--- config.mk ---
export PLATFORM = sky130hd
export DESIGN_NAME = video_timing_gen
export DESIGN_NICKNAME = d
export VERILOG_FILES = /design/src/rtl/video_timing_gen.sv
export SDC_FILE = /design/constraint.sdc
export NUM_CORES = 1
export LEC_CHECK = 0
export ABC_AREA = 1
export BUFFER_PORTS_ARGS = -buffer_cell sky130_fd_sc_hd__buf_2
export CAP_MARGIN = 20
export CORE_MARGIN = 5
export CORE_UTILIZATION = 35
export CTS_BUF_LIST = sky130_fd_sc_hd__clkbuf_2
export DETAILED_ROUTE_END_ITERATION = 6
export GPL_TIMING_DRIVEN = 1
export PLACE_DENSITY_LB_ADDON = 0.15
export SETUP_SLACK_MARGIN = 0.3
export SKIP_CTS_REPAIR_TIMING = 1
export SYNTH_ARGS = -nofsm -noshare
export SYNTH_HDL_FRONTEND = slang
export SYNTH_SLANG_ARGS = --single-unit
export TNS_END_PERCENT = 5
--- constraint.sdc ---
create_clock -name clk_sys -period 2.9 [get_ports clk_sys]
set_input_delay 0.435 -clock clk_sys [delete_from_list [all_inputs] [get_ports clk_sys]]
set_output_delay 0.435 -clock clk_sys [all_outputs]
set_load 0.03 [all_outputs]
--- src/rtl/video_timing_gen.sv ---
// Raster timing generator: pixel-enable divider, horizontal/vertical counters and
// registered blank/sync/DE flags. Define VTG_SHADOW_EN to latch geometry once per frame.
module video_timing_gen #(
  parameter int HW = 11,
  parameter int VW = 10
) (
  input  logic          clk_sys,
  input  logic          reset,
  input  logic [3:0]    ce_divider,
  input  logic [HW-1:0] h_total,
  input  logic [HW-1:0] h_bstart,
  input  logic [HW-1:0] h_sstart,
  input  logic [HW-1:0] h_send,
  input  logic [VW-1:0] v_total,
  input  logic [VW-1:0] v_bstart,
  input  logic [VW-1:0] v_sstart,
  input  logic [VW-1:0] v_send,
  output logic          pe,
  output logic [HW-1:0] hcnt,
  output logic [VW-1:0] vcnt,
  output logic          hb,
  output logic          vb,
  output logic          hs,
  output logic          vs,
  output logic          de,
  output logic          line_start,
  output logic          frame_start
);

  typedef struct packed {
    logic [HW-1:0] total;
    logic [HW-1:0] bstart;
    logic [HW-1:0] sstart;
    logic [HW-1:0] send;
  } h_geom_t;

  typedef struct packed {
    logic [VW-1:0] total;
    logic [VW-1:0] bstart;
    logic [VW-1:0] sstart;
    logic [VW-1:0] send;
  } v_geom_t;

  logic [3:0]    div_adj;
  logic [3:0]    div_cnt_q, div_cnt_d;
  logic [3:0]    div_lat_q, div_lat_d;
  logic [HW-1:0] hcnt_q, hcnt_d;
  logic [VW-1:0] vcnt_q, vcnt_d;
  logic          hb_q, hb_d, hs_q, hs_d, vb_q, vb_d, vs_q, vs_d, de_q, de_d;
  logic          ls_q, ls_d, fs_q, fs_d;
  logic          pe_w, h_wrap, frame_wrap;
  h_geom_t       h_in, h_cur, h_dec;
  v_geom_t       v_in, v_cur, v_dec;

  // A zero divider setting selects the default clk_sys/4 pixel rate.
  assign div_adj = (ce_divider == 4'd0) ? 4'd3 : ce_divider;
  assign h_in    = {h_total, h_bstart, h_sstart, h_send};
  assign v_in    = {v_total, v_bstart, v_sstart, v_send};

`ifdef VTG_SHADOW_EN
  h_geom_t h_sh_q, h_sh_d;
  v_geom_t v_sh_q, v_sh_d;

  // The frame-boundary edge already decodes pixel (0,0) with the new geometry.
  assign h_sh_d = frame_wrap ? h_in : h_sh_q;
  assign v_sh_d = frame_wrap ? v_in : v_sh_q;
  assign h_cur  = h_sh_q;
  assign v_cur  = v_sh_q;
  assign h_dec  = h_sh_d;
  assign v_dec  = v_sh_d;

  always_ff @(posedge clk_sys) begin
    if (reset) begin
      h_sh_q <= h_in;
      v_sh_q <= v_in;
    end else begin
      h_sh_q <= h_sh_d;
      v_sh_q <= v_sh_d;
    end
  end
`else
  assign h_cur = h_in;
  assign v_cur = v_in;
  assign h_dec = h_in;
  assign v_dec = v_in;
`endif

  always_comb begin
    pe_w      = (div_cnt_q == div_lat_q);
    h_wrap    = pe_w && (hcnt_q == h_cur.total);
    div_cnt_d = pe_w ? 4'd0 : div_cnt_q + 4'd1;
    div_lat_d = h_wrap ? div_adj : div_lat_q;
    hcnt_d    = hcnt_q;
    vcnt_d    = vcnt_q;
    if (h_wrap) begin
      hcnt_d = '0;
      vcnt_d = (vcnt_q == v_cur.total) ? '0 : vcnt_q + VW'(1);
    end else if (pe_w) begin
      hcnt_d = hcnt_q + HW'(1);
    end
    frame_wrap = h_wrap && (vcnt_d == '0);
  end

  // Flags are decoded from the next counter values so they line up with hcnt/vcnt.
  always_comb begin
    hb_d = hb_q;
    hs_d = hs_q;
    vb_d = vb_q;
    vs_d = vs_q;
    de_d = de_q;
    ls_d = 1'b0;
    fs_d = 1'b0;
    if (pe_w) begin
      hb_d = (hcnt_d >= h_dec.bstart);
      hs_d = (hcnt_d >= h_dec.sstart) && (hcnt_d < h_dec.send);
      vb_d = (vcnt_d >= v_dec.bstart);
      vs_d = (vcnt_d >= v_dec.sstart) && (vcnt_d < v_dec.send);
      de_d = !hb_d && !vb_d;
      ls_d = h_wrap;
      fs_d = frame_wrap;
    end
  end

  always_ff @(posedge clk_sys) begin
    if (reset) begin
      div_cnt_q <= 4'd0;
      div_lat_q <= div_adj;
      hcnt_q    <= '0;
      vcnt_q    <= '0;
      hb_q      <= 1'b0;
      hs_q      <= 1'b0;
      vb_q      <= 1'b0;
      vs_q      <= 1'b0;
      de_q      <= 1'b0;
      ls_q      <= 1'b0;
      fs_q      <= 1'b0;
    end else begin
      div_cnt_q <= div_cnt_d;
      div_lat_q <= div_lat_d;
      hcnt_q    <= hcnt_d;
      vcnt_q    <= vcnt_d;
      hb_q      <= hb_d;
      hs_q      <= hs_d;
      vb_q      <= vb_d;
      vs_q      <= vs_d;
      de_q      <= de_d;
      ls_q      <= ls_d;
      fs_q      <= fs_d;
    end
  end

  assign pe          = pe_w;
  assign hcnt        = hcnt_q;
  assign vcnt        = vcnt_q;
  assign hb          = hb_q;
  assign hs          = hs_q;
  assign vb          = vb_q;
  assign vs          = vs_q;
  assign de          = de_q;
  assign line_start  = ls_q;
  assign frame_start = fs_q;

endmodule
==> flow_summary.rst <==
.. list-table::
   :header-rows: 1

   * - Metric
     - Value
   * - Post-layout instance area
     - 5200 sq um
   * - Pre-Repair DR Iteration Count
     - 5
   * - Slack of the critical path
     - 106 ps
   * - Number of buffers inserted by port buffering
     - 118
   * - Depth of the worst register-to-register path
     - 18
   * - Count of state elements after synthesis
     - 36
   * - Slew at the pin closest to its max-slew limit
     - 585 ps
   * - Share of power burned in registers
     - 51.0%
   * - Global-route usage over all layers
     - 16.3%
   * - Area of placed instances
     - 4730 sq um
   * - Core utilization of the finished layout
     - 47.9%
   * - Crit path max-delay cell type
     - edfxtp_1
   * - Area of the die
     - 13300 sq um
   * - Number of distinct library cells after synthesis
     - 37
   * - Number of DRC violations after detailed routing
     - 0
   * - Hold Path Stages
     - 1
   * - Final setup skew
     - 37.5 ps
   * - Worst setup slack after placement
     - 12.8 ps
   * - Layout area overhead
     - 34.3%
   * - Worst setup EP type
     - register
   * - Final period utilization
     - 96.3%
   * - Clock buffer depth
     - 2
   * - Starting density of the core
     - 35.7%
   * - Leakage
     - 2.90 nW
   * - Classification of the worst-slack hold path
     - in2reg
   * - Crit-path max cell delay
     - 430 ps
   * - Share of synthesized area spent on multiplexers
     - 0.259%
   * - Top FF cell, synth
     - dfxtp_1
   * - Clock Pin Slew Worst Setup and Hold Paths
     - 220 ps
   * - R2R setup slack
     - 110 ps
   * - Worst path required time
     - 3190 ps
   * - Critical Path AT
     - 3090 ps
   * - Post-synthesis adder-cell area fraction
     - 20.7%
   * - Drt first-iter violations
     - 105
   * - Run status
     - complete, no violations
   * - Worst Path Max Fanout
     - 8
   * - Synthesized area per cell
     - 6.56 sq um
   * - IR drop worst, VDD
     - 0.0990 mV
   * - Share of synthesized flip-flops with an asynchronous set or reset
     - 0%
   * - Leading area contributor after synthesis
     - ha_1
   * - Fraction of power spent switching nets
     - 32.2%
   * - Antenna violations before repair
     - 0
   * - Total I/O pin count
     - 119
   * - Reg2reg start
     - div_lat_q[3]
   * - Simple-gate share of the synthesized area
     - 29.4%
   * - Post-Synthesis Cell Area
     - 3870 sq um
   * - Detailed-route wire length
     - 11.8 mm
   * - Worst-Skew Late Latency
     - 400 ps
   * - Global routing usage on met1
     - 23.4%
   * - Worst Min Path Start
     - ce_divider[3]
   * - TritonCTS clock tree
     - done
   * - Post-placement cell count
     - 856
   * - Internal power of the cells
     - 0.000700 W
   * - Classification of the worst setup path
     - reg2reg
   * - Tmin final
     - 2790 ps
   * - Pwr dens
     - 199 nW/um^2
   * - Final-report hold violation count
     - 0
   * - Met3 Usage GRT
     - 2.53%
   * - Setup violations, final
     - 0
   * - Core area
     - 10800 sq um
   * - Number of flops mapped to enable cells by yosys
     - 4
   * - Pin count of the biggest net entering global routing
     - 25
   * - RD Place Congestion
     - 0.839
   * - GR Overflow Total
     - 0
   * - Clock buffer count from CTS
     - 5
   * - Worst R2R End
     - hs
   * - Layout cell share with drive strength beyond 1
     - 31.1%
   * - Die outline height
     - 115 microns
   * - Share of the synthesized area in compound gates (AO/OA/AOI/OAI)
     - 9.18%
   * - Critical-path cell list
     - xor2_1, nor2_1, nand2_2, nor3_4, buf_4, nand2_1, xor2_1, nand2_1, inv_2, ha_4, a21oi_2, o21ai_2, nand2_1, o2111ai_2, nor2_1, nor3_2, nand2_1, nand2_1
   * - XOR/XNOR Fraction of Synth Area
     - 7.69%
   * - Combinational fraction of design power
     - 26.6%
   * - Syn. warnings
     - 0
   * - Number of vias after detailed routing
     - 4100
   * - Die Wd
     - 115 microns
   * - Commonest cells after routing, fill and taps aside
     - 129 x nand2_1, 118 x buf_2, 105 x inv_1
   * - Cell occurring most often along the worst timing path
     - nand2_1
   * - Unrepaired setup endpoints after global routing
     - true
   * - Max-capacitance violation count
     - 0
   * - CTS sink count
     - 36
   * - Vias in the first global route
     - 3866
   * - Diode count
     - 0
   * - Grt peak-use layer
     - met2
   * - Site Rows
     - 38
   * - Leading cell type in the layout, fill and taps excluded
     - nand2_1
   * - Post-detail-place hpwl
     - 9.45 mm
   * - Sequential share of the synthesized area
     - 19.7%
   * - Clock network fraction of design power
     - 22.3%
   * - H-tree levels
     - 2
   * - First-pass GRT wire length
     - 17.7 mm
   * - Net count of the mapped netlist
     - 744
   * - Cells after synthesis
     - 590
   * - Top achievable clock speed
     - 358 MHz
   * - Max_slew headroom
     - 61.0%
   * - End of the worst hold path
     - div_lat_q[3]
   * - Detailed-route wire length per cell
     - 13.4 microns
   * - Switching power
     - 0.000332 W
   * - Kind of start point of the critical path
     - register
   * - Root Buffer Master
     - clkbuf_2
   * - Antenna-violating nets left
     - 0
   * - Post-layout net count
     - 889
   * - Largest family of logic cells by synthesized area
     - simple AND/OR/NAND/NOR gates
   * - Max-slew violations
     - 0
   * - Number of standard cells in the layout, taps in and fillers out
     - 876
   * - Share of Yosys cell area claimed by the top area cell type
     - 20.7%
   * - Most area-consuming cells after synthesis
     - ha_1 21%, dfxtp_1 17%, nand2_1 13%
   * - Met2 Track Usage GR
     - 26.0%
   * - Mean number of vias per cell
     - 4.68
==> cells in the mapped netlist, types with 5 or more instances <==
cell type and count:
nand2_1 137, inv_1 116, ha_1 64, nor2_1 61
dfxtp_1 32, a21oi_1 27, xor2_1 23, o21ai_0 22
nand3_1 16, nor3_1 15, xnor2_1 11, nand4_1 8
nand2_2 6, nor2_2 6, inv_2 5
==> layer usage <==
layer	wire length, microns	vias up
met3	680	8
met2	5370	94
met4	108	0
met1	5620	1841
met5	0	-
li1	-	2157
==> critical path, delay by kind of cell (launching register included) <==
| family | cells | cell delay [ps] |
|---|---|---|
| and+or+nand+nor | 10 | 1160 |
| DFF | 1 | 430 |
| AOI/OAI and AO/OA | 3 | 330 |
| xor gates and xnor gates | 2 | 300 |
| buffers and inverters | 2 | 260 |
| adders and majority gates | 1 | 220 |
==> state kept, by name, indices dropped and copies added (netlist names) <==
name,cells
frame_start,1
hs,1
de,1
div_cnt_q,4
vb,1
vs,1
line_start,1
div_lat_q,4
hcnt,11
hb,1
vcnt,10
==> per-stage QoR <==
stage          power [W]  hold slack, ps  TNS (ps)
2_1_floorplan   0.000677             441         0
3_3_place_gp    0.000778             439         0
3_5_place_dp    0.000785             439         0
4_1_cts          0.00102             208         0
5_1_grt          0.00111             189      -195
6_report         0.00103             222         0
==> power by group through the flow <==
stage	clock, W	sequential (W)	combinational [W]
2_1_floorplan	0	0.000539	0.000138
3_3_place_gp	0	0.000537	0.000242
3_5_place_dp	0	0.000537	0.000247
4_1_cts	0.000239	0.000527	0.000249
5_1_grt	0.000262	0.000529	0.000315
6_report	0.000230	0.000527	0.000275
==> how the worst max path moves through the flow <==
stage,start,slack [ps],to
floorplan,hcnt[0],310,vs
global placement,h_total[9],50,vs
detailed placement,h_total[9],10,vb
CTS,div_lat_q[2],90,de
global route,div_lat_q[3],-90,hs
finish,div_lat_q[3],110,hs
==> kinds of logic (layout without fill, tap and decap cells) <==
kind of cell | Yosys count | count (layout)
AND/OR/NAND/NOR | 262 | 262
multiplexers | 1 | 1
XOR/XNOR | 34 | 34
AO/OA/AOI/OAI | 63 | 63
adder cells (fa/ha/maj) | 64 | 64
flip-flops | 36 | 36
buffers and inverters | 130 | 276
==> cell type report <==
class / instances / area, sq um
fillers: 1137 / 5640
multi-input cells: 424 / 2880
repair buffers: 147 / 886
flip-flops and latches: 36 / 766
inverters: 121 / 457
well taps: 140 / 175
clock buffers: 6 / 30.0
clock inverters: 2 / 7.51
Note: power is estimated with default switching activity, not from simulation.
